==> src/rtl/load_store_unit.sv <==
// rtl/load_store_unit.sv - data memory port initiator: one load/store at a time, registered bus, extended responses
module load_store_unit #(
    parameter int DATA_WIDTH   = 32,
    parameter int READ_LATENCY = 1
) (
    input  logic                  clk,
    input  logic                  rst_n,
    input  logic                  req_valid_i,
    output logic                  req_ready_o,
    input  logic                  req_we_i,
    input  logic [2:0]            req_funct3_i,
    input  logic [DATA_WIDTH-1:0] req_addr_i,
    input  logic [DATA_WIDTH-1:0] req_wdata_i,
    output logic                  resp_valid_o,
    output logic [DATA_WIDTH-1:0] resp_rdata_o,
    output logic                  resp_err_o,
    output logic [1:0]            WE_o,
    output logic [DATA_WIDTH-1:0] A_o,
    output logic [DATA_WIDTH-1:0] WD_o,
    input  logic [DATA_WIDTH-1:0] RD_i
);

    localparam int CW = (READ_LATENCY > 1) ? $clog2(READ_LATENCY) : 1;

    typedef enum logic [1:0] {IDLE, WRITE, READ, RESP} state_t;

    state_t                state, state_n;
    logic [CW-1:0]         cnt, cnt_n;
    logic [2:0]            funct3_q, funct3_n;
    logic [1:0]            we_n;
    logic [DATA_WIDTH-1:0] a_n, wd_n, rdata_n, ext;
    logic                  valid_n, err_n;
    logic                  legal, misaligned;
    logic [1:0]            store_we;

    assign req_ready_o = (state == IDLE);

    // funct3[1:0] encodes access size for both loads and stores: 00 byte, 01 half, 10 word
    always_comb begin
        legal      = 1'b1;
        misaligned = 1'b0;
        store_we   = 2'b01;
        if (req_we_i) begin
            if (req_funct3_i[2] || (req_funct3_i[1:0] == 2'b11))
                legal = 1'b0;
        end else begin
            if ((req_funct3_i == 3'b011) || (req_funct3_i[2:1] == 2'b11))
                legal = 1'b0;
        end
        if ((req_funct3_i[1:0] == 2'b01) && req_addr_i[0])
            misaligned = 1'b1;
        if ((req_funct3_i[1:0] == 2'b10) && (req_addr_i[1:0] != 2'b00))
            misaligned = 1'b1;
        case (req_funct3_i[1:0])
            2'b00:   store_we = 2'b11;
            2'b01:   store_we = 2'b10;
            default: store_we = 2'b01;
        endcase
    end

    always_comb begin
        case (funct3_q)
            3'b000:  ext = {{(DATA_WIDTH-8){RD_i[7]}}, RD_i[7:0]};
            3'b001:  ext = {{(DATA_WIDTH-16){RD_i[15]}}, RD_i[15:0]};
            3'b100:  ext = {{(DATA_WIDTH-8){1'b0}}, RD_i[7:0]};
            3'b101:  ext = {{(DATA_WIDTH-16){1'b0}}, RD_i[15:0]};
            default: ext = RD_i;
        endcase
    end

    always_comb begin
        state_n  = state;
        cnt_n    = cnt;
        funct3_n = funct3_q;
        we_n     = 2'b00;
        a_n      = A_o;
        wd_n     = WD_o;
        valid_n  = 1'b0;
        rdata_n  = resp_rdata_o;
        err_n    = resp_err_o;
        case (state)
            IDLE: begin
                if (req_valid_i) begin
                    funct3_n = req_funct3_i;
                    if (!legal || misaligned) begin
                        state_n = RESP;
                        valid_n = 1'b1;
                        err_n   = 1'b1;
                        rdata_n = '0;
                    end else if (req_we_i) begin
                        state_n = WRITE;
                        we_n    = store_we;
                        a_n     = req_addr_i;
                        wd_n    = req_wdata_i;
                    end else begin
                        state_n = READ;
                        a_n     = req_addr_i;
                        cnt_n   = CW'(READ_LATENCY - 1);
                    end
                end
            end
            WRITE: begin
                state_n = RESP;
                valid_n = 1'b1;
                err_n   = 1'b0;
                rdata_n = '0;
            end
            READ: begin
                if (cnt == '0) begin
                    state_n = RESP;
                    valid_n = 1'b1;
                    err_n   = 1'b0;
                    rdata_n = ext;
                end else begin
                    cnt_n = cnt - 1'b1;
                end
            end
            default: state_n = IDLE;
        endcase
    end

    // async clear drops WE_o at once so an interrupted store never commits
    always_ff @(posedge clk or negedge rst_n) begin
        if (!rst_n) begin
            state        <= IDLE;
            cnt          <= '0;
            funct3_q     <= '0;
            WE_o         <= 2'b00;
            A_o          <= '0;
            WD_o         <= '0;
            resp_valid_o <= 1'b0;
            resp_rdata_o <= '0;
            resp_err_o   <= 1'b0;
        end else begin
            state        <= state_n;
            cnt          <= cnt_n;
            funct3_q     <= funct3_n;
            WE_o         <= we_n;
            A_o          <= a_n;
            WD_o         <= wd_n;
            resp_valid_o <= valid_n;
            resp_rdata_o <= rdata_n;
            resp_err_o   <= err_n;
        end
    end

endmodule

==> config.mk <==
export PLATFORM = sky130hd
export DESIGN_NAME = load_store_unit
export DESIGN_NICKNAME = d
export VERILOG_FILES = /design/src/rtl/load_store_unit.sv
export SDC_FILE = /design/constraint.sdc
export NUM_CORES = 1
export LEC_CHECK = 0
export ABC_AREA = 1
export BUFFER_PORTS_ARGS = -buffer_cell sky130_fd_sc_hd__buf_2
export CORE_MARGIN = 1.5
export CORE_UTILIZATION = 43
export CTS_CLUSTER_DIAMETER = 50
export DETAILED_ROUTE_END_ITERATION = 8
export GPL_TIMING_DRIVEN = 0
export PLACE_DENSITY = 0.73
export SLEW_MARGIN = 30
export SYNTH_ARGS = -nofsm -noshare
export SYNTH_HDL_FRONTEND = slang
export SYNTH_SLANG_ARGS = --single-unit
==> constraint.sdc <==
create_clock -name clk -period 1.37 [get_ports clk]
set_input_delay 0.274 -clock clk [delete_from_list [all_inputs] [get_ports clk]]
set_output_delay 0.274 -clock clk [all_outputs]
set_load 0.03 [all_outputs]
# Word-level counts from Yosys, hierarchy flattened
# Cells that the tools add are included.
# W data, S select, Z words.
dict set report totals {
  mem_count 0
  inputBits 103
  elab_cells 77
  rom_bits 0
  output_inout_bits 101
  reg_bits 106
  latch_bits 0
  ram_bits 0
}
dict set report classes {
  reduce_logical 18
  n_lt_le_gt_ge 0
  n_eq_ne 15
  n_addsub 1
  mux 33
  n_shift 0
  n_bitwise 1
  div_mod_pow 0
  mul 0
}
# operator count
set op_table {}
lappend op_table {{$pmux W32 S4} 1}
lappend op_table {{$mux W32} 3}
lappend op_table {{$pmux W32 S3} 1}
lappend op_table {{$mux W2} 8}
lappend op_table {{$mux W1} 15}
lappend op_table {{$reduce_and A4 Y1} 3}
lappend op_table {{$eq A2 B2 Y1 const B} 4}
lappend op_table {{$ne A2 B2 Y1 const B} 4}
lappend op_table {{$eq A3 B3 Y1 const B} 2}
lappend op_table {{$pmux W1 S3} 2}
lappend op_table {{$pmux W2 S3} 1}
lappend op_table {{$eq A2 B1 Y1 const B} 2}
lappend op_table {{$logic_not A2 Y1} 2}
lappend op_table {{$pmux W2 S2} 1}
lappend op_table {{$reduce_and A2 Y1} 2}
lappend op_table {{$reduce_bool A2 Y1} 2}
lappend op_table {{$eq A3 B1 Y1 const B} 1}
lappend op_table {{$eq A3 B2 Y1 const B} 1}
lappend op_table {{$logic_not A3 Y1} 1}
lappend op_table {{$logic_or A1 B1 Y1} 3}
lappend op_table {{$reduce_and A3 Y1} 1}
lappend op_table {{$reduce_bool A3 Y1} 1}
lappend op_table {{$logic_and A1 B1 Y1} 2}
lappend op_table {{$ne A2 B1 Y1 const B} 1}
lappend op_table {{other kinds (4)} 4}

# Longest topological paths before layout
# Gate-level depths: netlist of the first run.
dict set report depth {
  depth_word 9
  ltp_mapped 10
  depth_no_buf 9
}

# Worst setup path after synthesis of the first run
# Ideal clock, no wire load.
dict set report synth_timing {
  path_type {reg-to-reg}
  startpoint {register state[0]}
  endpoint {register WD_o[10]}
  n_path_buf 2
  synth_period_minus_slack_ns 1.745
  stages_incl_launch_ff 9
  setup_time_ns 0.121
  required_ns 1.249
  path_slack_ns -0.375
  arrival_time_ns 1.624
  cell_sequence {dfrtp_1 > inv_1 > ha_1 > nand2_1 > nand3b_4 > buf_6 > buf_4 > nand2_1 > o21ai_1}
}
dict set report synth_between {
  elab_chain_cells 2
}
# item line
set synth_lines {}
lappend synth_lines {{start: declaration} 27} ;# state_t state, state_n;
lappend synth_lines {{start signal: assignment} 135} ;# state <= state_n;
lappend synth_lines {{$logic_not A2 Y1} -}
lappend synth_lines {{named net req_ready_o} 9} ;# output logic req_ready_o,
lappend synth_lines {{$reduce_and A4 Y1 (no source line)} -}
lappend synth_lines {{end signal: assignment} 140} ;# WD_o <= wd_n;
lappend synth_lines {{end: declaration} 19} ;# output logic [DATA_WIDTH-1:0] WD_o,
# The timed path passes the listed nets, and every way through them passes these cells.
# A chain may end at the register's enable or synchronous reset.

# Worst setup path in the final report of the first run
dict set report layout_timing {
  startpoint {register state[1]}
  endpoint {register WD_o[22]}
}
dict set report layout_between {
  elab_chain_cells 2
}
# item line
set layout_lines {}
lappend layout_lines {{$logic_not A2 Y1} 81} ;# case (state)
lappend layout_lines {{$reduce_and A4 Y1 (no source line)} -}
# No other way between the ends.

==> impl_results.md, run 1 <==
- Final hold vios: 0
- Cts bufs inserted: 9
- Worst Setup End Kind: flop
- Fin crit share: 108.8%
- Worst hold start: req_addr_i[16]
- DP HPWL: 8.508 mm
- Setup violators final: 67
- Synth area leader: dfrtp_1
- R2r setup slk: -0.12 ns
- Synth cell types: 24
- FF-to-FF End: WD_o[22]
- Sink Count: 105
- Routed vias/inst: 4.649
- Vias in the first global route: 4,254
- Die width: 106.4 microns
- Final net count: 870
- Peak VDD IR: 1.428 mV
- Overall power: roughly 15,000 uW
- Clock root cell: clkbuf_8
- Final Slew Violations: 0
- DR iter-0 viols: 204
- Syn nets: 640
- # DRC: 0
- YS warnings: 0
- Critical Path Max Stage Delay: roughly 0.42 ns
- CTS Buffer Depth: 2
- Post-synth EDFFs: 0
- Failing checks: setup timing
- Worst min path class: input pin to flop
- Area growth syn-to-layout: 37.97%
- Final setup margin: -0.1206 ns
- Via count: ~4,200
- Pre-antenna DRT Iters: 4
- P_leak: 0.003667 uW
- Row count: 37
- Yosys top cell area share: between 50% and 60%
- Crit Path Class: flop to flop
- Routed wire length: between 10 and 15 mm
- Initial antenna violation count: 0
- Slew @ Worst Pin: 0.3668 ns
- Core Region: 10,370 sq um
- Starting Density: between 40% and 50%
- WHS Path Cells: 3
- R2R Path Start: state[1]
- Proportion of layout cells with a drive suffix above 1: 39.90%
- Worst-path clk slew: 0.09 ns
- IO buf count: 203
- Post-layout util: between 60% and 70%
- H-Tree Depth: 3
- Synth area leaders: dfrtp_1 (57%), nand2_1 (15%), o21ai_0 (7.5%)
- GPL Wtd Cong: 0.8059
- Worst skew pair latency: 0.36 ns
- Gr ovfl total: 0
- Fmax: 670.9 MHz
- Count leader, synth: nand2_1
- Crit path max-delay family: flip-flops
- Largest net degree at the start of global routing: 71
- Worst setup SP type: flop
- Seq cells post-synth: 105
- Buf/Inv on CP: 3
- IO Count: 204
- Power per cell area: 2431 nW/um^2
- Mapped Area: 4597 sq um
- ANT cells: 0
- Synth async-reset ratio: 100.0%
- Minimum clock period after layout: 1.491 ns
- Max FO, Critical Path: 8
- Avg Cell Area, Syn: ~8.6 sq um
- Sequential-to-total area share from yosys stat: 57.16%
- Crit path cell chain: inv_2 > ha_4 > nand2_1 > nand3b_4 > buf_8 > clkbuf_16 > nand2_1 > o21ai_1
- CTS tree: yes
- Mapped Cells: 533
- GRT Total Usage: 21.13%
- R2R cell count: 8
- Max-Cap Viols: 0
- Leading register cell type out of synthesis: dfrtp_1
- Critical path's slowest cell: dfrtp_1
- Hold worst-path end: A_o[16]
- Die H: 106.4 microns
- Status: finished with violations
- First-pass GRT wire length: between 15 and 20 mm
- Setup TNS: -4.452 ns
- RSZ-0062 raised after global routing: yes
- Post-DRT Antenna Nets: 0
- Die area: ~11,000 sq um
- Clock skew: 0.01038 ns
- Worst path arrival time: 1.73 ns
- Relative slew margins: 75.54%
- Worst path most repeated cell: nand2_1
- WP data required: 1.61 ns
- WL/cell: 12.86 microns
- Synth top cells by count: nand2_1 (187), dfrtp_1 (105), o21ai_0 (69)
## kinds of logic (layout without fill, tap and decap cells)
kind of cell | count (synthesis) | count (layout) | synth area share (%)
simple gates | 251 | 251 | 23.33
flops | 105 | 105 | 57.16
compound gates | 96 | 96 | 10.45
fa+ha+maj | 4 | 4 | 1.089
buf+inv | 77 | 311 | 7.975
## state kept, by name, summed over array words and instances (netlist names)
register	flops
A_o	32
resp_rdata_o	32
resp_valid_o	1
funct3_q	3
resp_err_o	1
WD_o	32
state	2
WE_o	2
## layer usage
layer	vias to the layer above	GRT usage [%]	part of all wire, %
met1	1938	25.67	43
li1	2108	-	-
met5	-	0	0
met3	17	4.476	5.9
met4	0	8.398	1.9
met2	135	36.54	49
## final cells by class
class	count	area, sq um
buffer	25	232.7
clock buffer	13	168.9
clock inverter	2	12.51
fill	938	4028
inverter	51	193.9
multi-input combinational	351	1697
sequential	105	2628
tap	136	170.2
timing repair buffer	220	1240
## power breakdown
group / switching [uW] / internal (uW)
clock network: 980 / 800
logic: 5600 / 2720
registers: 817 / 4510
total: 7390 / 8030
## how the worst max path moves through the flow
stage	slack (ns)	endpoint	cells after the start	start
final	-0.12	WD_o[22]	8	state[1]
after global routing	-0.16	WD_o[16]	8	state[1]
after CTS	-0.11	resp_rdata_o[17]	10	state[0]
after detailed placement	-0.24	resp_rdata_o[2]	6	state[0]
after global placement	-1.10	A_o[6]	1	rst_n
after floorplan	-0.08	resp_rdata_o[16]	10	state[1]
## metrics by stage
stage                     setup slack (ns)  std cells  hold slack [ns]  area, sq um
after floorplan                   -0.08281        533         -0.02159         4614
after global placement              -1.103        872           0.4622         5801
after detailed placement           -0.2372        873           0.1952         5834
after CTS                          -0.1145        900          0.09355         6236
after global routing               -0.1616        903          0.09664         6342
final                              -0.1206        903           0.1172         6342
## timing repair
| item | in CTS | in global routing |
|---|---|---|
| hold endpoints to repair | 35 | 0 |
| cloned | 4 | 1 |
| setup buffers | 8 | 3 |
| resized for setup | 31 | 46 |
| endpoints found under the setup margin | 96 | 97 |
| hold buffers | 1 | 0 |
| pin swaps | 4 | 3 |
## layout by cell type (no fill, tap or decap), types with 6 or more instances in the layout
cell type / synthesis / routed
buf_2: 8 / 202
nand2_1: 187 / 175
dfrtp_1: 105 / 105
o21ai_0: 69 / 46
inv_1: 47 / 45
nor2_1: 37 / 37
o21ai_1: 22 / 36
nand2_2: 11 / 23
buf_6: 6 / 14
buf_4: 1 / 12
clkbuf_8: 0 / 12
o21ai_2: 0 / 8
clkbuf_1: 10 / 6
## worst register-to-register path, delay by kind of cell, from the launching register on
kind,cells,cell delay (ns)
DFF,1,0.42
buffers and inverters,3,0.41
and+or+nand+nor,3,0.32
adders and majority gates,1,0.18
AOI/OAI and AO/OA,1,0.06
Power figures use the tool's default switching activity.
==> inputs of run 2 (changes only) <==
- SKIP_CTS_REPAIR_TIMING: unset -> 1
==> run 2 against run 1 <==
The flow still finishes with violations (setup timing). Clock power about the same. Global-route usage decreased by 0.73 points. Flip-flop and latch count unchanged. Worst setup slack got worse by 0.031 ns. Final cell count decreased by 0.33%. Core utilization decreased by 0.060 points. Maximum frequency decreased by 2.1%. Critical endpoint is now WD_o[14]. Largest power group unchanged.
==> impl_results.md, run 2 (synthesized netlist as in run 1, its figures left out) <==
- Status: finished with violations (unchanged)
- Failing checks: setup timing (unchanged)
- Die area: 11,320 sq um (unchanged)
- Fmax: 657.0 MHz (was 670.9 MHz)
- RSZ-0062 raised after global routing: yes (unchanged)
- Proportion of layout cells with a drive suffix above 1: 38.61% (was 39.90%)
- Starting Density: 44.33% (unchanged)
- Row count: 37 (unchanged)
- Via count: 4,191 (was 4,198)
- Post-DRT Antenna Nets: 0 (unchanged)
- M1 wire length: 5.020 mm (was 5.024 mm)
- Most common cell after layout, fill and taps aside: buf_2 (unchanged)
- Met2 routed WL: 5.706 mm (was 5.683 mm)
- Gr ovfl total: 0 (unchanged)
- Clock skew: 0.01140 ns (was 0.01038 ns)
- Relative slew margins: 75.84% (was 75.54%)
- Post-layout util: 61.10% (was 61.16%)
- Minimum clock period after layout: 1.522 ns (was 1.491 ns)
- Worst Setup End Kind: flop (unchanged)
- Vias in the first global route: 4,144 (was 4,254)
- Clock root cell: clkbuf_8 (unchanged)
- Slew @ Worst Pin: 0.3624 ns (was 0.3668 ns)
- Final net count: 867 (was 870)
- Max-Cap Viols: 0 (unchanged)
- Routed wire length: 11.63 mm (was 11.62 mm)
- GPL Wtd Cong: 0.8059 (unchanged)
- Largest net degree at the start of global routing: 71 (unchanged)
- Die width: 106.4 microns (unchanged)
- CTS tree: yes (unchanged)
- Fin crit share: 111.1% (was 108.8%)
- Largest registers: A_o x32, WD_o x32, resp_rdata_o x32 (unchanged)
- IO Count: 204 (unchanged)
- H-Tree Depth: 3 (unchanged)
- Hold slack: 0.1169 ns (was 0.1172 ns)
- Commonest non-fill, non-tap cells in the layout: buf_2 (204), nand2_1 (181), dfrtp_1 (104) (was buf_2 (202), nand2_1 (175), dfrtp_1 (105))
- Initial antenna violation count: 0 (unchanged)
- ANT cells: 0 (unchanged)
- Top routing layer in use: met4 (unchanged)
- Area growth syn-to-layout: 37.83% (was 37.97%)
- P_leak: 0.003671 uW (was 0.003667 uW)
- Worst setup SP type: flop (unchanged)
- Cts bufs inserted: 9 (unchanged)
- IO buf count: 203 (unchanged)
- DP HPWL: 8.508 mm (unchanged)
- Routed vias/inst: 4.657 (was 4.649)
- Pre-antenna DRT Iters: 4 (unchanged)
- WL/cell: 12.92 microns (was 12.86 microns)
- DR iter-0 viols: 219 (was 204)
- Met3 WL: 707 microns (was 690 microns)
- Crit Path Class: flop to flop (unchanged)
- Final Slew Violations: 0 (unchanged)
- Max FO, Critical Path: 9 (was 8)
- GRT Total Usage: 20.40% (was 21.13%)
- Worst min path class: input pin to flop (unchanged)
- Sink Count: 105 (unchanged)
- # DRC: 0 (unchanged)
- Worst-path clk slew: 0.10 ns (was 0.09 ns)
- Setup violators final: 84 (was 67)
- Worst skew pair latency: 0.36 ns (about the same)
- Worst path arrival time: 1.77 ns (was 1.73 ns)
- Overall power: 15,110 uW (was 15,420 uW)
- Placed cell area: 5834 sq um (unchanged)
- Power per cell area: 2386 nW/um^2 (was 2431 nW/um^2)
- CTS Buffer Depth: 2 (unchanged)
- First-pass GRT wire length: 18.52 mm (was 19.15 mm)
- Final setup margin: -0.1520 ns (was -0.1206 ns)
- Die H: 106.4 microns (unchanged)
- Peak VDD IR: 1.355 mV (was 1.428 mV)
- Core Region: 10,370 sq um (unchanged)
- Post-route cell area: 6336 sq um (was 6342 sq um)
- WP data required: 1.62 ns (was 1.61 ns)
- Final hold vios: 0 (unchanged)
[run 2: cell count changes in the layout (fill, tap and decap cells not counted), sizes merged]
| cell | before | now |
|---|---|---|
| buf | 235 | 227 |
| clkbuf | 22 | 27 |
[run 2: worst max-delay path, stage by stage, from the launching register on]
cell,delay [ns]
dfrtp_1,0.42
inv_2,0.10
ha_4,0.18
nand2_1,0.06
nand3b_4,0.20
buf_12,0.18
clkbuf_16,0.15
nand2_1,0.06
o21ai_1,0.07
[run 2: area by class of cell]
type	instances	area (sq um)
fillers	927	4034
well taps	136	170.2
flip-flops and latches	105	2629
repair buffers	217	1244
inverters	51	193.9
clock inverters	2	12.51
plain buffers	25	237.7
clock buffers	13	168.9
multi-input cells	351	1680
[run 2: report_power, final]
part,internal [uW],switching [uW]
logic,2500,5500
clock network,801,988
registers,4510,819
total,7810,7300
[run 2: layer usage]
layer | track usage (%) | vias up
met3 | 4.476 | 15
met2 | 35.25 | 130
met5 | 0 | -
li1 | - | 2107
met4 | 7.625 | 0
met1 | 24.91 | 1939
[run 2: through the flow]
step / worst slack (ns) / std cells / setup TNS, ns
after floorplan: -0.08281 / 533 / -2.834
after global placement: -1.103 / 872 / -122.04
after detailed placement: -0.2372 / 873 / -11.83
after CTS: -0.2555 / 888 / -12.26
after global routing: -0.2117 / 900 / -14.37
final: -0.1520 / 900 / -7.387
[run 2: final timing paths]
check                           depth (start not counted)                to      startpoint  slack [ns]
max in group asynchronous                               3          state[1]           rst_n        0.34
worst min register to register                          2        resp_err_o      resp_err_o        0.49
worst max register to register                          8          WD_o[14]        state[0]       -0.15
worst max-delay path                                    8          WD_o[14]        state[0]       -0.15
min in group asynchronous                               2  resp_rdata_o[22]           rst_n        0.37
worst min-delay path                                    3           A_o[16]  req_addr_i[16]        0.12
